[config.mk]
export PLATFORM = sky130hd
export DESIGN_NAME = race_control_multi_flat
export DESIGN_NICKNAME = d
export VERILOG_FILES = /design/src/rtl/race_control_multi_if.sv /design/src/rtl/race_control_multi.sv /design/src/flat_wrapper.sv
export SDC_FILE = /design/constraint.sdc
export NUM_CORES = 1
export LEC_CHECK = 0
export CORE_MARGIN = 2
export CORE_UTILIZATION = 50
export CTS_BUF_LIST = sky130_fd_sc_hd__clkbuf_16
export DETAILED_ROUTE_END_ITERATION = 10
export PLACE_DENSITY = 0.84
export SETUP_SLACK_MARGIN = 0.5
export SLEW_MARGIN = 25
export SYNTH_ARGS = -nofsm -noshare
export SYNTH_HDL_FRONTEND = slang
export SYNTH_SLANG_ARGS = --single-unit
[constraint.sdc]
create_clock -name Clock -period 3.6 [get_ports Clock]
set_clock_uncertainty 0.15 [all_clocks]
set_input_delay 0.36 -clock Clock [delete_from_list [all_inputs] [get_ports Clock]]
set_output_delay 0.36 -clock Clock [all_outputs]
set_load 0.05 [all_outputs]
[src/rtl/race_control_multi_if.sv]
// Draw bus between the race controller and the shared plot datapath.
// master: controller side (drives draw selects, plot, move, carSel; receives done flags)
// slave : datapath side
//   DoneDrawStart/BG/Car/Erase/Boom/Win  datapath done flags (level)
//   drawStartScreen/drawBG/drawCar/drawErase/drawBoom/drawWinScreen  draw selects
//   plot    VGA write enable
//   move    one-hot, 1 cycle: update position of car i
//   carSel  car targeted by draw/erase/boom
interface race_control_multi_if #(
  parameter int NUM_CARS = 2
);
  localparam int CAR_W = (NUM_CARS > 1) ? $clog2(NUM_CARS) : 1;

  logic                DoneDrawStart;
  logic                DoneDrawBG;
  logic                DoneDrawCar;
  logic                DoneDrawErase;
  logic                DoneDrawBoom;
  logic                DoneDrawWin;
  logic                drawStartScreen;
  logic                drawBG;
  logic                drawCar;
  logic                drawErase;
  logic                drawBoom;
  logic                drawWinScreen;
  logic                plot;
  logic [NUM_CARS-1:0] move;
  logic [CAR_W-1:0]    carSel;

  modport master (
    input  DoneDrawStart, DoneDrawBG, DoneDrawCar, DoneDrawErase, DoneDrawBoom, DoneDrawWin,
    output drawStartScreen, drawBG, drawCar, drawErase, drawBoom, drawWinScreen,
    output plot, move, carSel
  );

  modport slave (
    output DoneDrawStart, DoneDrawBG, DoneDrawCar, DoneDrawErase, DoneDrawBoom, DoneDrawWin,
    input  drawStartScreen, drawBG, drawCar, drawErase, drawBoom, drawWinScreen,
    input  plot, move, carSel
  );
endinterface

[src/rtl/race_control_multi.sv]
// Top-level game FSM for an N-car race: sequences start/background/per-car
// erase-move-redraw/explosion/win draws, counts laps and declares the winner.
// Ports:
//   Clock, Resetn        clock, synchronous active-low reset
//   EnableOneFrame       1-cycle frame tick
//   start                race enable switch (level)
//   forward/left/right   per-car controls (level, synchronised)
//   lapPulse             1-cycle pulse: car i crossed the finish line
//   collision            level: car i off-track/hit
//   setResetSignals      strobe while in reset state
//   startRace            1-cycle strobe at race start
//   winner               winning car, valid while drawWinScreen
//   lapCount             packed per-car lap counters
//   draw_bus             draw selects / done flags / plot / move / carSel
module race_control_multi #(
  parameter int NUM_CARS = 2,
  parameter int NUM_LAPS = 3,
  localparam int CAR_W = (NUM_CARS > 1) ? $clog2(NUM_CARS) : 1,
  localparam int LAP_W = $clog2(NUM_LAPS + 1)
) (
  input  logic                      Clock,
  input  logic                      Resetn,
  input  logic                      EnableOneFrame,
  input  logic                      start,
  input  logic [NUM_CARS-1:0]       forward,
  input  logic [NUM_CARS-1:0]       left,
  input  logic [NUM_CARS-1:0]       right,
  input  logic [NUM_CARS-1:0]       lapPulse,
  input  logic [NUM_CARS-1:0]       collision,
  output logic                      setResetSignals,
  output logic                      startRace,
  output logic [CAR_W-1:0]          winner,
  output logic [NUM_CARS*LAP_W-1:0] lapCount,
  race_control_multi_if.master      draw_bus
);

  typedef enum logic [3:0] {
    RESET_SIG, START_SCR, START_RACE, DRAW_BG, DRAW_CAR, IDLE,
    ERASE, MOVE, REDRAW, DRAW_BOOM, DRAW_WIN
  } state_t;

  state_t               state, state_n;
  logic [CAR_W-1:0]     car_sel, car_sel_n;
  logic [CAR_W-1:0]     winner_q, winner_n;
  logic [NUM_CARS-1:0]  req, req_n;
  logic [NUM_CARS-1:0]  steer_prev, steer_prev_n;
  logic [NUM_CARS-1:0]  steer, frame_req;
  logic [LAP_W-1:0]     laps [NUM_CARS];
  logic                 lap_clear, in_race;
  logic                 win_any;
  logic [CAR_W-1:0]     win_idx;

  function automatic logic [CAR_W-1:0] lowest(input logic [NUM_CARS-1:0] v);
    logic [CAR_W-1:0] r;
    r = '0;
    for (int unsigned i = NUM_CARS; i > 0; i--) begin
      if (v[i-1]) r = CAR_W'(i - 1);
    end
    return r;
  endfunction

  assign steer  = left | right;
  assign winner = winner_q;
  assign draw_bus.carSel = car_sel;

  // Ties resolve to the lowest index by scanning downwards.
  always_comb begin
    win_any = 1'b0;
    win_idx = '0;
    for (int unsigned i = NUM_CARS; i > 0; i--) begin
      if (laps[i-1] == LAP_W'(NUM_LAPS)) begin
        win_any = 1'b1;
        win_idx = CAR_W'(i - 1);
      end
    end
  end

  always_comb begin
    lapCount = '0;
    for (int unsigned i = 0; i < NUM_CARS; i++) begin
      lapCount[i*LAP_W +: LAP_W] = laps[i];
    end
  end

  always_ff @(posedge Clock) begin
    if (!Resetn) begin
      state      <= RESET_SIG;
      car_sel    <= '0;
      winner_q   <= '0;
      req        <= '0;
      steer_prev <= '0;
    end else begin
      state      <= state_n;
      car_sel    <= car_sel_n;
      winner_q   <= winner_n;
      req        <= req_n;
      steer_prev <= steer_prev_n;
    end
  end

  always_comb begin
    state_n      = state;
    car_sel_n    = car_sel;
    winner_n     = winner_q;
    req_n        = req;
    steer_prev_n = steer_prev;
    frame_req    = '0;
    lap_clear    = 1'b0;
    in_race      = 1'b0;

    setResetSignals          = 1'b0;
    startRace                = 1'b0;
    draw_bus.drawStartScreen = 1'b0;
    draw_bus.drawBG          = 1'b0;
    draw_bus.drawCar         = 1'b0;
    draw_bus.drawErase       = 1'b0;
    draw_bus.drawBoom        = 1'b0;
    draw_bus.drawWinScreen   = 1'b0;
    draw_bus.plot            = 1'b0;
    draw_bus.move            = '0;

    unique case (state)
      RESET_SIG: begin
        setResetSignals = 1'b1;
        state_n         = START_SCR;
      end
      START_SCR: begin
        draw_bus.drawStartScreen = 1'b1;
        draw_bus.plot            = 1'b1;
        if (draw_bus.DoneDrawStart && start) state_n = START_RACE;
      end
      START_RACE: begin
        startRace = 1'b1;
        lap_clear = 1'b1;
        state_n   = DRAW_BG;
      end
      DRAW_BG: begin
        in_race         = 1'b1;
        draw_bus.drawBG = 1'b1;
        draw_bus.plot   = 1'b1;
        if (draw_bus.DoneDrawBG) begin
          state_n   = DRAW_CAR;
          car_sel_n = '0;
        end
      end
      DRAW_CAR: begin
        in_race = 1'b1;
        if (!draw_bus.DoneDrawCar) begin
          draw_bus.drawCar = 1'b1;
          draw_bus.plot    = 1'b1;
        end else if (car_sel == CAR_W'(NUM_CARS - 1)) begin
          state_n = IDLE;
        end else begin
          car_sel_n = car_sel + 1'b1;
        end
      end
      IDLE: begin
        in_race = 1'b1;
        if (!start) begin
          state_n = RESET_SIG;
        end else if (win_any) begin
          state_n  = DRAW_WIN;
          winner_n = win_idx;
        end else if (|collision) begin
          state_n   = DRAW_BOOM;
          car_sel_n = lowest(collision);
        end else if (EnableOneFrame) begin
          // Steering history advances only on frames seen here, so a held
          // press yields one lateral step however many frames it spans.
          frame_req    = forward | (steer & ~steer_prev);
          steer_prev_n = steer;
          req_n        = frame_req;
          if (|frame_req) begin
            car_sel_n = lowest(frame_req);
            state_n   = ERASE;
          end
        end
      end
      ERASE: begin
        in_race = 1'b1;
        if (!draw_bus.DoneDrawErase) begin
          draw_bus.drawErase = 1'b1;
          draw_bus.plot      = 1'b1;
        end else begin
          state_n = MOVE;
        end
      end
      MOVE: begin
        in_race       = 1'b1;
        draw_bus.move = NUM_CARS'(1) << car_sel;
        // Retire the serviced bit so the lowest remaining bit is the next car.
        req_n         = req & ~(NUM_CARS'(1) << car_sel);
        state_n       = REDRAW;
      end
      REDRAW: begin
        in_race = 1'b1;
        if (!draw_bus.DoneDrawCar) begin
          draw_bus.drawCar = 1'b1;
          draw_bus.plot    = 1'b1;
        end else if (|req) begin
          car_sel_n = lowest(req);
          state_n   = ERASE;
        end else begin
          state_n = IDLE;
        end
      end
      DRAW_BOOM: begin
        in_race = 1'b1;
        if (!draw_bus.DoneDrawBoom) begin
          draw_bus.drawBoom = 1'b1;
          draw_bus.plot     = 1'b1;
        end
        if (!start) state_n = RESET_SIG;
      end
      DRAW_WIN: begin
        in_race                = 1'b1;
        draw_bus.drawWinScreen = 1'b1;
        draw_bus.plot          = 1'b1;
        if (!start) state_n = RESET_SIG;
      end
      default: state_n = RESET_SIG;
    endcase
  end

  always_ff @(posedge Clock) begin
    if (!Resetn || lap_clear) begin
      for (int unsigned i = 0; i < NUM_CARS; i++) laps[i] <= '0;
    end else if (in_race) begin
      for (int unsigned i = 0; i < NUM_CARS; i++) begin
        if (lapPulse[i] && laps[i] != LAP_W'(NUM_LAPS)) laps[i] <= laps[i] + 1'b1;
      end
    end
  end

endmodule

[src/flat_wrapper.sv]
// flat-port wrapper written by rule: the top's interface ports become plain ports
module race_control_multi_flat 
#(
  parameter int NUM_CARS = 2,
  parameter int NUM_LAPS = 3,
  localparam int CAR_W = (NUM_CARS > 1) ? $clog2(NUM_CARS) : 1,
  localparam int LAP_W = $clog2(NUM_LAPS + 1)
)
  (Clock, Resetn, EnableOneFrame, start, forward, left, right, lapPulse, collision, setResetSignals, startRace, winner, lapCount, draw_bus_DoneDrawStart, draw_bus_DoneDrawBG, draw_bus_DoneDrawCar, draw_bus_DoneDrawErase, draw_bus_DoneDrawBoom, draw_bus_DoneDrawWin, draw_bus_drawStartScreen, draw_bus_drawBG, draw_bus_drawCar, draw_bus_drawErase, draw_bus_drawBoom, draw_bus_drawWinScreen, draw_bus_plot, draw_bus_move, draw_bus_carSel);
  race_control_multi_if #(.NUM_CARS(NUM_CARS)) draw_bus_i ();
  input  logic Clock;
  input  logic Resetn;
  input  logic EnableOneFrame;
  input  logic start;
  input  logic [NUM_CARS-1:0] forward;
  input  logic [NUM_CARS-1:0] left;
  input  logic [NUM_CARS-1:0] right;
  input  logic [NUM_CARS-1:0] lapPulse;
  input  logic [NUM_CARS-1:0] collision;
  output logic setResetSignals;
  output logic startRace;
  output logic [CAR_W-1:0] winner;
  output logic [NUM_CARS*LAP_W-1:0] lapCount;
  input wire logic [$bits(draw_bus_i.DoneDrawStart)-1:0] draw_bus_DoneDrawStart;
  input wire logic [$bits(draw_bus_i.DoneDrawBG)-1:0] draw_bus_DoneDrawBG;
  input wire logic [$bits(draw_bus_i.DoneDrawCar)-1:0] draw_bus_DoneDrawCar;
  input wire logic [$bits(draw_bus_i.DoneDrawErase)-1:0] draw_bus_DoneDrawErase;
  input wire logic [$bits(draw_bus_i.DoneDrawBoom)-1:0] draw_bus_DoneDrawBoom;
  input wire logic [$bits(draw_bus_i.DoneDrawWin)-1:0] draw_bus_DoneDrawWin;
  output wire logic [$bits(draw_bus_i.drawStartScreen)-1:0] draw_bus_drawStartScreen;
  output wire logic [$bits(draw_bus_i.drawBG)-1:0] draw_bus_drawBG;
  output wire logic [$bits(draw_bus_i.drawCar)-1:0] draw_bus_drawCar;
  output wire logic [$bits(draw_bus_i.drawErase)-1:0] draw_bus_drawErase;
  output wire logic [$bits(draw_bus_i.drawBoom)-1:0] draw_bus_drawBoom;
  output wire logic [$bits(draw_bus_i.drawWinScreen)-1:0] draw_bus_drawWinScreen;
  output wire logic [$bits(draw_bus_i.plot)-1:0] draw_bus_plot;
  output wire logic [$bits(draw_bus_i.move)-1:0] draw_bus_move;
  output wire logic [$bits(draw_bus_i.carSel)-1:0] draw_bus_carSel;
  assign draw_bus_i.DoneDrawStart = draw_bus_DoneDrawStart;
  assign draw_bus_i.DoneDrawBG = draw_bus_DoneDrawBG;
  assign draw_bus_i.DoneDrawCar = draw_bus_DoneDrawCar;
  assign draw_bus_i.DoneDrawErase = draw_bus_DoneDrawErase;
  assign draw_bus_i.DoneDrawBoom = draw_bus_DoneDrawBoom;
  assign draw_bus_i.DoneDrawWin = draw_bus_DoneDrawWin;
  assign draw_bus_drawStartScreen = draw_bus_i.drawStartScreen;
  assign draw_bus_drawBG = draw_bus_i.drawBG;
  assign draw_bus_drawCar = draw_bus_i.drawCar;
  assign draw_bus_drawErase = draw_bus_i.drawErase;
  assign draw_bus_drawBoom = draw_bus_i.drawBoom;
  assign draw_bus_drawWinScreen = draw_bus_i.drawWinScreen;
  assign draw_bus_plot = draw_bus_i.plot;
  assign draw_bus_move = draw_bus_i.move;
  assign draw_bus_carSel = draw_bus_i.carSel;
  race_control_multi #(.NUM_CARS(NUM_CARS), .NUM_LAPS(NUM_LAPS)) u_core (.Clock(Clock), .Resetn(Resetn), .EnableOneFrame(EnableOneFrame), .start(start), .forward(forward), .left(left), .right(right), .lapPulse(lapPulse), .collision(collision), .setResetSignals(setResetSignals), .startRace(startRace), .winner(winner), .lapCount(lapCount), .draw_bus(draw_bus_i));
endmodule
After elaboration in Yosys (flattened, before gate mapping)
Memory sizes are Yosys's and may differ from the RTL's.
Index checks and enable logic that the tools add are counted.
{ "totals": {"mem_bits_rw": 4, "elab_cells": 135, "n_memories": 1, "reg_bits": 10} }
{ "op_classes": {"eq_ne": 30, "n_addsub": 3, "bitwise_logic": 10, "mux": 65, "n_shift": 1, "reduce_logical": 20} }
{ "mem_list": {"columns": ["name", "words", "width", "rd", "rd_ports_with_merged_regs", "wr", "line_no", "rtl"], "rows": [
  ["u_core.laps", 2, 2, 2, 0, 2, "race_control_multi.sv:48", "logic [LAP_W-1:0] laps [NUM_CARS];"]
]} }
{ "op_table": {"columns": ["op", "n"], "rows": [
  ["$mux 4", 12],
  ["$mux 1", 41],
  ["$pmux 4 s10", 1],
  ["$ne 2x2->1 const B", 11],
  ["$reduce_and 9->1", 2],
  ["$eq 4x3->1 const B", 4],
  ["$mux 2", 8],
  ["$eq 4x4->1 const B", 3],
  ["$reduce_and 5->1", 2],
  ["$reduce_or 2->1", 5],
  ["$eq 4x2->1 const B", 2],
  ["$pmux 1 s4", 2],
  ["$reduce_or 8->1", 1],
  ["$ne 2x1->1 const B", 3],
  ["$ne 5x2->1 const B", 1],
  ["$ne 5x3->1 const B", 1],
  ["$add 2x1->2 const B", 2],
  ["$and 2x2->2", 2],
  ["$eq 2x2->1 const B", 2],
  ["$eq 4x1->1 const B", 1],
  ["$logic_not 4->1", 1],
  ["$not 2->2", 2],
  ["$or 2x2->2", 2],
  ["$pmux 2 s2", 1],
  ["other kinds (13)", 17]
]} }

Longest topological paths before layout
Gate-level depths: netlist of run 1.
{ "depth": {"ltp_word": 11, "ltp_mapped": 7} }

Least setup slack after synthesis of run 1
Ideal clock, no wire load.
{ "synth_timing": {"path_kind": "register to output", "from": "register u_core.state[3]", "to": "output port setResetSignals", "arrival_ns": 2.159, "path_stages_with_launch": 4, "path_buffers": 2, "setup_slack_ns": 0.931, "cell_sequence": "dfxtp_1 > buf_6 > clkbuf_1 > nor4_1"} }
{ "synth_via": {"elab_chain_cells": 2} }
{ "synth_rtl": {"columns": ["element", "line_no", "rtl"], "rows": [
  ["start, declared", "race_control_multi.sv:42", "state_t state, state_n;"],
  ["start signal, assigned", "race_control_multi.sv:93", "state <= state_n;"],
  ["$logic_not 4->1", "race_control_multi.sv:122", "unique case (state)"],
  ["$mux 1", "race_control_multi.sv:122", null],
  ["end, declared", "flat_wrapper.sv:20", "output logic setResetSignals;"]
]} }
No other way between the ends.

Worst setup path after layout of run 1
{ "layout_timing": {"from": "register u_core.state[1]", "to": "output port draw_bus_plot"} }
{ "layout_via": {"elab_chain_cells": 3, "elab_cells_between_ends": 10, "cone_classes": "eq/ne: 7; mux: 1; reduce/logical: 2"} }
{ "layout_rtl": {"columns": ["element", "line_no", "rtl"], "rows": [
  ["$eq 4x1->1, or another cell as far along", "race_control_multi.sv:122", null],
  ["$reduce_or 3->1 (no source line) or $reduce_or 2->1 (tied branches)", null, null],
  ["$pmux 1 s4 (*)", "race_control_multi.sv:122", null],
  ["end, declared", "flat_wrapper.sv:36", "output wire logic [$bits(draw_bus_i.plot)-1:0] draw_bus_plot;"]
]} }
Every way passes the cells marked *; elsewhere a longest branch is shown, timed or not.

==> results by group, run 1 <==
Status
  – Status: finished clean

Yosys
  – Post-synth EDFFs: 4
  – Post-Synthesis Cells: approximately 150
  – Synthesis-stage register bit count: 14
  – Average cell area after synthesis: 8.424 sq um
  – Top-area cell type share of the netlist area: 16.28%
  – Largest cells by area after synthesis: dfxtp_1 (16%), edfxtp_1 (9.8%), nor2_1 (4.9%)
  – Asr flop ratio synth: 0%
  – Synth warnings: 0
  – Seq/Total Area, Yosys: 26.04%
  – Synth cell count leaders: nor2_1 (16), nand2_1 (14), dfxtp_1 (10)
  – Post-synth cell types: 59
  – Leading area contributor after synthesis: dfxtp_1
  – Syn_nets: 168
  – Most frequent cell after synthesis: nor2_1
  – Main synth FF type: dfxtp_1
  – Mapped Area: around 0.0012 sq mm

CTS
  – Clock-pin slew on the worst setup and hold paths: approximately 0.05 ns
  – Setup Fix Bufs, Post-CTS: 0
  – Clk_lat worst skew: 0.25 ns
  – CTS sink cnt: 14
  – H-tree Lvls: 1
  – CTS resizes: 0
  – CTS tree: built
  – Clock root buffer: clkbuf_16
  – Max Root-Sink Buffers: 2
  – CTS Buf Count: 3
  – Cts hold-fix bufs: 0

STA
  – RSZ-0062 raised after global routing: false
  – Min Hold Slack: 0.3061 ns
  – Post-layout minimum cycle time: between 2 and 3 ns
  – Fin crit share: 81.96%
  – Final setup violation count: 0
  – FMAX: 0.3389 GHz
  – Setup tns final: 0 ns
  – Worst slew pin tran: about 0.74 ns
  – Slew Limit Fails: 0
  – Post-route setup slack: 0.6494 ns
  – Max-Slew Margin vs Limit: around 51%
  – Final Hold Fails: 0

Finish
  – Final instance area: 0.001642 sq mm
  – Final Non-Filler Cells: 206
  – Fin util: between 70 and 80%
  – Fill cells: 166
  – Multi-input logic area: 833.3 sq um
  – Sequential standard cell area: 321.6 sq um
  – Fraction of layout instances using a drive strength above 1: 12.36%
  – Area Overhead vs Synth: 33.47%
  – Nets: 201
  – Antenna cells: 0

Routing
  – Post-DRT Antenna Nets: 0
  – Vias per cell: approximately 6.4
  – Drt wl/cell: 16.72 microns
  – Drt pass-1 iters: 4
  – Residual DRC: 0
  – Total routed wirelength: ~3400 microns
  – Initial drt markers: 68
  – Via count: 1314

Floorplanning
  – Core ar.: ~0.0023 sq mm
  – Die height: around 54 microns
  – DIE WIDTH: 53.60 microns
  – Initial cell density of the core: 54.04%
  – Die area: ~0.0029 sq mm
  – Rows: 17
  – IO Count: 37

Setup path
  – Top delay family on crit path: flip-flops
  – Max FO, Critical Path: 18
  – Setup crit start kind: flip-flop
  – Crit path largest cell delay: 0.79 ns
  – Critical path arrival: about 2.4 ns
  – Crit path required time: between 3 and 4 ns
  – Crit path max-delay cell type: dfxtp_1
  – Critical setup path kind: flip-flop to output pin
  – Crit path depth: 5
  – Reg2reg path depth: 5
  – CP cell instances: nand2b_1 -> nor2_1 -> a31oi_1 -> o221ai_1 -> clkdlybuf4s50_1
  – Worst path bufs/invs: 1
  – CP endpoint kind: output pin

Worst hold path
  – Depth of the worst hold-timing path: 2
  – Type of the most critical hold path: flip-flop to flip-flop

GRT
  – Initial antenna violation count: 0
  – All-Layer GR Usage: 26.17%
  – First-pass GRT wire length: 5423 microns
  – Vias in the first global route: 1208
  – Gr ovfl total: 0
  – Largest net degree at the start of global routing: 21

Run
  – # Max-Cap Violations: 0

Power
  – Internal: a little under 0.6 mW
  – Clock power frac: 19.0%
  – Worst vdd ir: 0.5051 mV
  – Switching Share: 47.44%
  – PD cells: 679.3 mW/mm^2
  – Comb pwr share: 55.9%
  – Tot Pwr: 1.115 mW
  – Leak pwr: 0.6254 nW
  – Sequential Power Share: approximately 25%
  – Switching power: 0.5290 mW

Placed design
  – Placed cells: 202
  – Post-DP HPWL: 2439 microns
  – Area after DPL: 0.001562 sq mm
  – DP Worst Slack: 0.8864 ns
  – GP Congestion: around 0.9
  – Number of buffers added on ports: 35
flip-flops by register name, summed over array words and instances, names as in the netlist:
register	cells
u_core.draw_bus.carSel	1
u_core.state	4
u_core.steer_prev	2
u_core.req	2
u_core.laps	4
u_core.winner	1
worst reg2reg max path, stage by stage (launching register included):
cell	delay (ns)
dfxtp_1	0.79
nand2b_1	0.34
nor3_1	0.12
a22oi_2	0.21
nand4_2	0.20
a22o_1	0.25
cell families after synthesis:
| logic type | share of synthesized area [%] |
|---|---|
| and+or+nand+nor | 36.32 |
| AOI/OAI and AO/OA | 24.62 |
| adders and majority gates | 2.034 |
| xor gates and xnor gates | 0.7122 |
| buffers and inverters | 6.204 |
| DFF | 26.04 |
| muxes | 4.069 |
area by class of cell:
class / count / area share (%)
Multi-Input combinational cell: 120 / 50.76
Timing Repair Buffer: 36 / 21.80
Tap cell: 28 / 2.134
Sequential cell: 14 / 19.59
Clock buffer: 3 / 4.573
Clock inverter: 1 / 0.2287
Inverter: 4 / 0.9146
placed cells by master, fill, tap and decap left out, types with 4 or more instances in the layout:
cell,n
clkdlybuf4s50_1,35
nor2_1,16
nand2_1,14
a21oi_1,9
dfxtp_1,9
nor3_1,7
nand2b_1,5
inv_1,5
mux2i_1,5
and2_1,4
edfxtp_1,4
power groups by stage:
stage	Combinational, mW	Clock (mW)	Sequential, mW
2_1_floorplan	0.448	0	0.284
3_3_place_gp	0.600	0	0.274
3_5_place_dp	0.612	0	0.276
4_1_cts	0.621	0.210	0.275
5_1_grt	0.660	0.222	0.286
6_report	0.623	0.211	0.280
path summary, 6_finish.rpt:
path                                startpoint                                 to  slack [ns]
min reg2reg  u_core.steer_prev[1]$_SDFFE_PN0P_  u_core.steer_prev[1]$_SDFFE_PN0P_        0.31
min          u_core.steer_prev[1]$_SDFFE_PN0P_  u_core.steer_prev[1]$_SDFFE_PN0P_        0.31
max reg2reg       u_core.state[1]$_SDFFE_PN0P_       u_core.state[3]$_SDFFE_PN0P_        1.43
max               u_core.state[1]$_SDFFE_PN0P_                      draw_bus_plot        0.65
routing by layer:
| metal | up-vias | track usage [%] | routed length, microns |
|---|---|---|---|
| li1 | 604 | - | - |
| met1 | 612 | 32.71 | 1396 |
| met2 | 81 | 42.80 | 1631 |
| met3 | 17 | 4.444 | 285 |
| met4 | 0 | 14.10 | 131 |
| met5 | - | 0 | 0 |
(Power assumes the default switching activity.)
==> inputs of run 2 (changes only) <==
Settings changed: CORE_UTILIZATION 50 to 42, PLACE_DENSITY 0.84 to 0.76.
Clock period 3.6 ns to 2.6 ns, I/O delays scaled along.
==> run 2 against run 1 <==
Die area is 18% higher; final area is 4.0% higher; register-to-register slack worse by 0.84 ns; worst setup slack worse by 0.16 ns; critical path type unchanged; largest cell class unchanged; largest power group unchanged; highest routed layer unchanged.
==> results by group, run 2 (synthesized netlist as in run 1, its figures left out) <==
CTS
  – Setup Fix Bufs, Post-CTS: 0 (unchanged)
  – Clock root buffer: clkbuf_16
  – H-tree Lvls: 1 (unchanged)
  – Clock-pin slew on the worst setup and hold paths: 0.05 ns (about the same)
  – CTS sink cnt: 14 (unchanged)
  – Clk_lat worst skew: 0.24 ns (about the same)
  – CTS tree: built
  – Max Root-Sink Buffers: 2 (unchanged)
  – CTS Buf Count: 3 (unchanged)

Floorplanning
  – Die area: 0.003377 sq mm (+18%)
  – Rows: 19 (+2)
  – Core ar.: 0.002758 sq mm (+21%)
  – DIE WIDTH: 58.12 microns (+8.4%)
  – Initial cell density of the core: 44.60% (-9.4 points)
  – Die height: 58.12 microns (+8.4%)
  – IO Count: 37 (unchanged)

GRT
  – All-Layer GR Usage: 21.17% (-5.0 points)
  – First-pass GRT wire length: 5485 microns (+1.1%)
  – Initial antenna violation count: 0 (unchanged)
  – Largest net degree at the start of global routing: 20 (-4.8%)
  – Gr ovfl total: 0 (unchanged)
  – Vias in the first global route: 1237 (+2.4%)

Finish
  – Fin util: 61.93% (-10 points)
  – Most frequent cells in the layout: clkdlybuf4s50_1 (24), nor2_1 (16), nand2_1 (14)
  – Area Overhead vs Synth: 38.86%
  – Commonest non-fill, non-tap cell in the layout: clkdlybuf4s50_1
  – Largest regs: u_core.laps (4), u_core.state (4)
  – Fraction of layout instances using a drive strength above 1: 23.33% (+11 points)
  – Final instance area: 0.001708 sq mm (+4.0%)
  – Antenna cells: 0 (unchanged)
  – Nets: 203 (+1.0%)

Power
  – Worst vdd ir: 0.8600 mV (+70%)
  – PD cells: 920.4 mW/mm^2 (+35%)
  – Leak pwr: 0.6690 nW (+7.0%)
  – Tot Pwr: 1.572 mW (+41%)

STA
  – Slew Limit Fails: 0 (unchanged)
  – Final Hold Fails: 0 (unchanged)
  – Fin crit share: 81.14%
  – Setup tns final: 0 ns (unchanged)
  – Max-Slew Margin vs Limit: 67.15% (+16 points)
  – FMAX: roughly 0.47 GHz
  – RSZ-0062 raised after global routing: true
  – Min Hold Slack: 0.3106 ns (+0.004505 ns)
  – Post-layout minimum cycle time: 2.110 ns
  – Final setup violation count: 0 (unchanged)
  – Worst slew pin tran: 0.4864 ns (-0.2497 ns)

Routing
  – Post-DRT Antenna Nets: 0 (unchanged)
  – Drt pass-1 iters: 4 (unchanged)
  – Residual DRC: 0 (unchanged)
  – Total routed wirelength: 3357 microns (-2.6%)
  – Drt wl/cell: 15.91 microns (-4.9%)
  – Initial drt markers: 56 (-18%)
  – Vias per cell: 5.943 (-6.8%)
  – Via count: 1254 (-4.6%)

Worst hold path
  – Hold_sp: u_core.steer_prev[0]$_SDFFE_PN0P_
  – Hold endpoint: u_core.steer_prev[0]$_SDFFE_PN0P_
  – Depth of the worst hold-timing path: 2 (unchanged)
  – Type of the most critical hold path: flip-flop to flip-flop

Setup path
  – R2r startpoint: u_core.laps[0][0]$_SDFFCE_PN0P_
  – Critical setup path kind: flip-flop to output pin
  – Crit path required time: 2.19 ns (-0.90 ns)
  – Reg2Reg Setup Slack: 0.59 ns (-0.84 ns)
  – Critical path arrival: 1.70 ns (-0.74 ns)
  – Max FO, Critical Path: 18 (unchanged)
  – Reg2reg path depth: 6 (+1)
  – Setup crit start kind: flip-flop
  – CP endpoint kind: output pin
  – RR Endpoint: u_core.draw_bus.carSel$_SDFFE_PN0P_

Status
  – Status: finished clean

Run
  – # Max-Cap Violations: 0 (unchanged)

Placed design
  – Number of buffers added on ports: 35 (unchanged)
  – GP Congestion: 0.8992 (+0.97%)
  – Post-DP HPWL: 2525 microns (+3.5%)
  – Area after DPL: 0.001607 sq mm (+2.9%)
run 2: changes by cell type in the layout (fill, tap and decap cells not counted), sizes merged:
cell,change
buf,+12
clkdlybuf4s50,-11
clkinv,+1
dlygate4sd2,+1
inv,-1
run 2: worst max-delay path, stage by stage, from the launching register on:
cell	delay (ns)
dfxtp_4	0.49
nand2b_1	0.33
nor2_1	0.07
a31oi_1	0.18
o221ai_1	0.19
buf_12	0.20
run 2: what timing repair did:
action,CTS,global route
resized for setup,4,4
setup endpoints to repair,11,5
hold buffers,0,0
run 2: worst max-delay path by stage:
stage	startpoint	endpoint	slack, ns	cells after the start
after CTS	u_core.state[0]$_SDFFE_PN0P_	draw_bus_plot	0.44	5
after global routing	u_core.state[1]$_SDFFE_PN0P_	draw_bus_plot	0.43	5
after floorplan	u_core.state[2]$_SDFFE_PN0P_	u_core.laps[0][1]$_SDFFCE_PN0P_	0.45	6
after detailed placement	u_core.state[1]$_SDFFE_PN0P_	u_core.state[3]$_SDFFE_PN0P_	0.35	5
after global placement	u_core.state[1]$_SDFFE_PN0P_	u_core.state[3]$_SDFFE_PN0P_	0.41	5
final	u_core.state[1]$_SDFFE_PN0P_	draw_bus_plot	0.49	5
run 2: cell type report:
type	count	area, sq um
fill	242	1050
multi-input combinational	120	875.8
timing repair buffer	38	371.6
sequential	14	327.8
clock buffer	3	75.07
tap	31	38.79
inverter	4	15.01
clock inverter	1	3.754
run 2: power by group:
group          switching, mW  internal, mW  total, mW  leakage (nW)
logic                  0.543         0.344      0.887         0.506
clock network         0.0827         0.203      0.286        0.0385
registers              0.113         0.286      0.399         0.125
total                  0.739         0.833       1.57         0.669
run 2: per-stage QoR:
stage | std cells | setup slack, ns
after global placement | 207 | 0.4089
after detailed placement | 207 | 0.3549
final | 211 | 0.4904
after CTS | 211 | 0.4436
after global routing | 211 | 0.4332
after floorplan | 146 | 0.4476
run 2: layer usage:
layer	vias up	track usage, %	wire length, microns
met2	64	34.58	1675
met3	6	4.018	195
met1	577	25.58	1435
met5	-	0	0
li1	607	-	-
met4	0	12.96	51
==> inputs of run 3 (changes only) <==
Settings changed: CORE_UTILIZATION 42 to 47, PLACE_DENSITY 0.76 to 0.8.
Clock period 2.6 ns to 1.95 ns, I/O delays scaled along.
==> run 3 against run 2 <==
Area after synthesis unchanged; synthesized cell count unchanged; the run now fails in global routing.
==> results by group, run 3 <==
Yosys
  – Most frequent cell after synthesis: nor2_1
  – Main synth FF type: dfxtp_1
  – Mapped Area: 0.001230 sq mm (unchanged)
  – Leading area contributor after synthesis: dfxtp_1
  – Syn_nets: 168 (unchanged)
  – Top-area cell type share of the netlist area: 16.28% (unchanged)
  – Post-synth EDFFs: 4 (unchanged)
  – Synth cell count leaders: nor2_1 (16), nand2_1 (14), dfxtp_1 (10)
  – Post-Synthesis Cells: 146 (unchanged)
  – Seq/Total Area, Yosys: 26.04% (unchanged)
  – Asr flop ratio synth: 0% (unchanged)
  – Average cell area after synthesis: 8.424 sq um (unchanged)
  – Largest cells by area after synthesis: dfxtp_1 (16%), edfxtp_1 (9.8%), nor2_1 (4.9%)
  – Post-synth cell types: 59 (unchanged)
  – Synthesis-stage register bit count: 14 (unchanged)
  – Synth warnings: 0 (unchanged)

Floorplanning
  – Initial cell density of the core: 49.65% (+5.0 points)
  – Rows: 18 (-1)
  – DIE WIDTH: 55.16 microns (-5.1%)
  – Die height: 55.16 microns (-5.1%)
  – IO Count: 37 (unchanged)

Status
  – Status: stopped before the end
  – First Err: [ERROR DPL-0038] Utilization greater than 100%, impossible to legalize
  – Fail Step: global routing

CTS
  – CTS Buf Count: 3 (unchanged)
  – CTS sink cnt: 14 (unchanged)
  – Cts hold-fix bufs: 0 (unchanged)
  – H-tree Lvls: 1 (unchanged)
  – Clock root buffer: clkbuf_16
  – Max Root-Sink Buffers: 2 (unchanged)

Placed design
  – GP Congestion: 0.9835 (+9.4%)
  – Post-DP HPWL: 2778 microns (+10%)
  – Number of buffers added on ports: 35 (unchanged)

STA
  – GR repair worst EP: u_core.steer_prev[0]$_SDFFE_PN0P_/D
  – WEP type: register data pin

GRT
  – Largest net degree at the start of global routing: 13
-- run 3: cell counts after synthesis --
Identical to the previous run, type by type.
-- run 3: per-stage QoR --
stage,util (%),cell area (sq um),instances,setup WS (ns)
after floorplan,-,1408,146,-0.06157
after global placement,76.97,1907,217,-0.04869
after detailed placement,76.97,1907,217,-0.07234
after CTS,89.29,2212,232,0.1590
-- run 3: repair_timing --
item | 4_1_cts
hold endpoints to repair | 0
pin swaps | 8
gates resized for setup | 49
setup buffers | 11
setup endpoints to repair | 34
-- run 3: logic make-up after synthesis --
logic type	after synthesis	share of synthesized area, %
AOI/OAI and AO/OA	38	24.62
xor gates and xnor gates	1	0.7122
adders and majority gates	2	2.034
buffers and inverters	12	6.204
DFF	14	26.04
muxes	5	4.069
and+or+nand+nor	74	36.32
==> inputs of run 4 (changes only) <==
Settings changed: CORE_AREA set to 2 2 63 65, CORE_MARGIN 2 to unset, CORE_UTILIZATION 47 to unset, CTS_BUF_LIST sky130_fd_sc_hd__clkbuf_16 to unset, DIE_AREA set to 0 0 65 67, PLACE_DENSITY 0.8 to unset, PLACE_DENSITY_LB_ADDON set to 0.15, SETUP_SLACK_MARGIN 0.5 to unset.
==> run 4 against run 3 <==
The flow now finishes without violations.
==> results by group, run 4 (synthesized netlist as in run 1, its figures left out) <==
Routing
  – Met2 WL: 1749 microns
  – Met3 WL post-DR: 165 microns
  – Vias per cell: 5.204
  – Total routed wirelength: roughly 3500 microns
  – Via count: 1301
  – DRT met1 WL: 1618 microns
  – Drt wl/cell: roughly 14 microns
  – Highest Signal Layer: met3
  – Initial drt markers: 77
  – Drt pass-1 iters: 4
  – Post-DRT Antenna Nets: 0
  – Residual DRC: 0

STA
  – Setup tns final: 0 ns
  – Min Hold Slack: 0.3036 ns
  – Final Hold Fails: 0
  – Slew Limit Fails: 0
  – Worst slew pin tran: 0.4969 ns
  – Post-route setup slack: 0.03293 ns
  – Final setup violation count: 0
  – Max-Slew Margin vs Limit: 66.77%
  – Post-layout minimum cycle time: roughly 1.9 ns
  – RSZ-0062 raised after global routing: true
  – FMAX: between 0.5 and 0.6 GHz
  – Fin crit share: 98.31%

Finish
  – Fraction of layout instances using a drive strength above 1: 34.65%
  – Final instance area: 0.002038 sq mm
  – Final Non-Filler Cells: 250
  – Largest regs: u_core.laps (4), u_core.state (4)
  – Most frequent cells in the layout: buf_4 (25), clkdlybuf4s50_1 (23), nor2_1 (16)
  – Nets: 225
  – Commonest non-fill, non-tap cell in the layout: buf_4
  – Area Overhead vs Synth: 65.72%
  – Fin util: between 50% and 60%
  – Antenna cells: 0

Placed design
  – Post-DP HPWL: 2826 microns (+1.7%)
  – Number of buffers added on ports: 35 (unchanged)
  – GP Congestion: 0.8292 (-16%)
  – DP Worst Slack: -0.1453 ns (-0.07299 ns)
  – Area after DPL: 0.001958 sq mm (+2.7%)
  – Placed cells: 245 (+13%)

Power
  – Worst vdd ir: 1.091 mV
  – Sequential Power Share: 20.4%
  – Switching Share: 46.33%
  – Tot Pwr: 2.318 mW
  – Switching power: around 1.1 mW
  – Leak pwr: slightly below 0.8 nW
  – Internal: 1.244 mW
  – Clock power frac: 10.8%
  – Comb pwr share: between 60% and 70%
  – PD cells: 1137 mW/mm^2

CTS
  – CTS Buf Count: 3 (unchanged)
  – Max Root-Sink Buffers: 2 (unchanged)
  – Clk_lat worst skew: 0.25 ns
  – Cts hold-fix bufs: 0 (unchanged)
  – Clock-pin slew on the worst setup and hold paths: 0.06 ns
  – Clock root buffer: clkbuf_8
  – H-tree Lvls: 1 (unchanged)
  – CTS tree: built
  – CTS sink cnt: 14 (unchanged)

Run
  – # Max-Cap Violations: 0

Floorplanning
  – Die height: 67 microns (+21%)
  – DIE WIDTH: 65 microns (+18%)
  – Die area: 0.004355 sq mm
  – Rows: 22 (+4)
  – Initial cell density of the core: 34.11% (-16 points)
  – Core ar.: 0.003606 sq mm
  – IO Count: 37 (unchanged)

GRT
  – First-pass GRT wire length: 5968 microns
  – Initial antenna violation count: 0
  – Vias in the first global route: 1321
  – All-Layer GR Usage: roughly 17%
  – Gr ovfl total: 0
  – Largest net degree at the start of global routing: 13

Worst hold path
  – Type of the most critical hold path: flip-flop to flip-flop

Status
  – Status: finished clean

Setup path
  – Crit path largest cell delay: 0.39 ns
  – CP cell instances: buf_4 -> or3_1 -> a21oi_1 -> buf_12
  – Top delay family on crit path: simple AND/OR/NAND/NOR gates
  – Setup crit start kind: flip-flop
  – CP endpoint kind: output pin
  – Critical setup path kind: flip-flop to output pin
  – Crit path max-delay cell type: or3_1
  – Critical path arrival: 1.57 ns
  – Worst path bufs/invs: 2
  – Max FO, Critical Path: 5
  – Crit path required time: about 1.6 ns
run 4: cell type report:
type / count / area [sq um]
fill: 323 / 1568
clock inverter: 1 / 3.754
sequential: 14 / 325.3
multi-input combinational: 120 / 934.6
tap: 48 / 60.06
clock buffer: 3 / 41.29
inverter: 4 / 15.01
timing repair buffer: 60 / 658.1
run 4: final timing paths:
| kind | start | endpoint | slack [ns] | cells past startpoint |
|---|---|---|---|---|
| min reg2reg | u_core.steer_prev[0]$_SDFFE_PN0P_ | u_core.steer_prev[0]$_SDFFE_PN0P_ | 0.30 | 2 |
| min | u_core.steer_prev[0]$_SDFFE_PN0P_ | u_core.steer_prev[0]$_SDFFE_PN0P_ | 0.30 | 2 |
| max | u_core.state[1]$_SDFFE_PN0P_ | draw_bus_drawCar | 0.03 | 4 |
| max reg2reg | u_core.laps[0][2]$_SDFFCE_PN0P_ | u_core.state[2]$_SDFFE_PN0P_ | 0.05 | 6 |
run 4: power groups by stage:
| stage | Clock (mW) | Combinational (mW) | Sequential (mW) |
|---|---|---|---|
| after floorplan | 0 | 0.901 | 0.528 |
| after detailed placement | 0 | 1.58 | 0.466 |
| after CTS | 0.258 | 1.58 | 0.464 |
| after global placement | 0 | 1.57 | 0.459 |
| after global routing | 0.270 | 1.70 | 0.482 |
| final | 0.251 | 1.59 | 0.472 |
run 4: layer usage:
layer | up-vias | GRT usage (%)
met3 | 0 | 2.534
met2 | 31 | 28.61
met5 | - | 0
li1 | 653 | -
met4 | 0 | 3.723
met1 | 617 | 24.13
run 4: worst reg2reg max path, cell delays in order, from the launching register on:
cell and delay (ns):
edfxtp_1 0.44, ha_4 0.22, nor4_4 0.28, and3_4 0.24, nand2_1 0.09, nand4_4 0.13, mux2i_1 0.25
run 4: repair_timing:
action / 4_1_cts / 5_1_grt
gates resized for setup: 2 / 4
pin swaps: 0 / 3
setup buffers: 0 / 1
endpoints found under the setup margin: 4 / 6
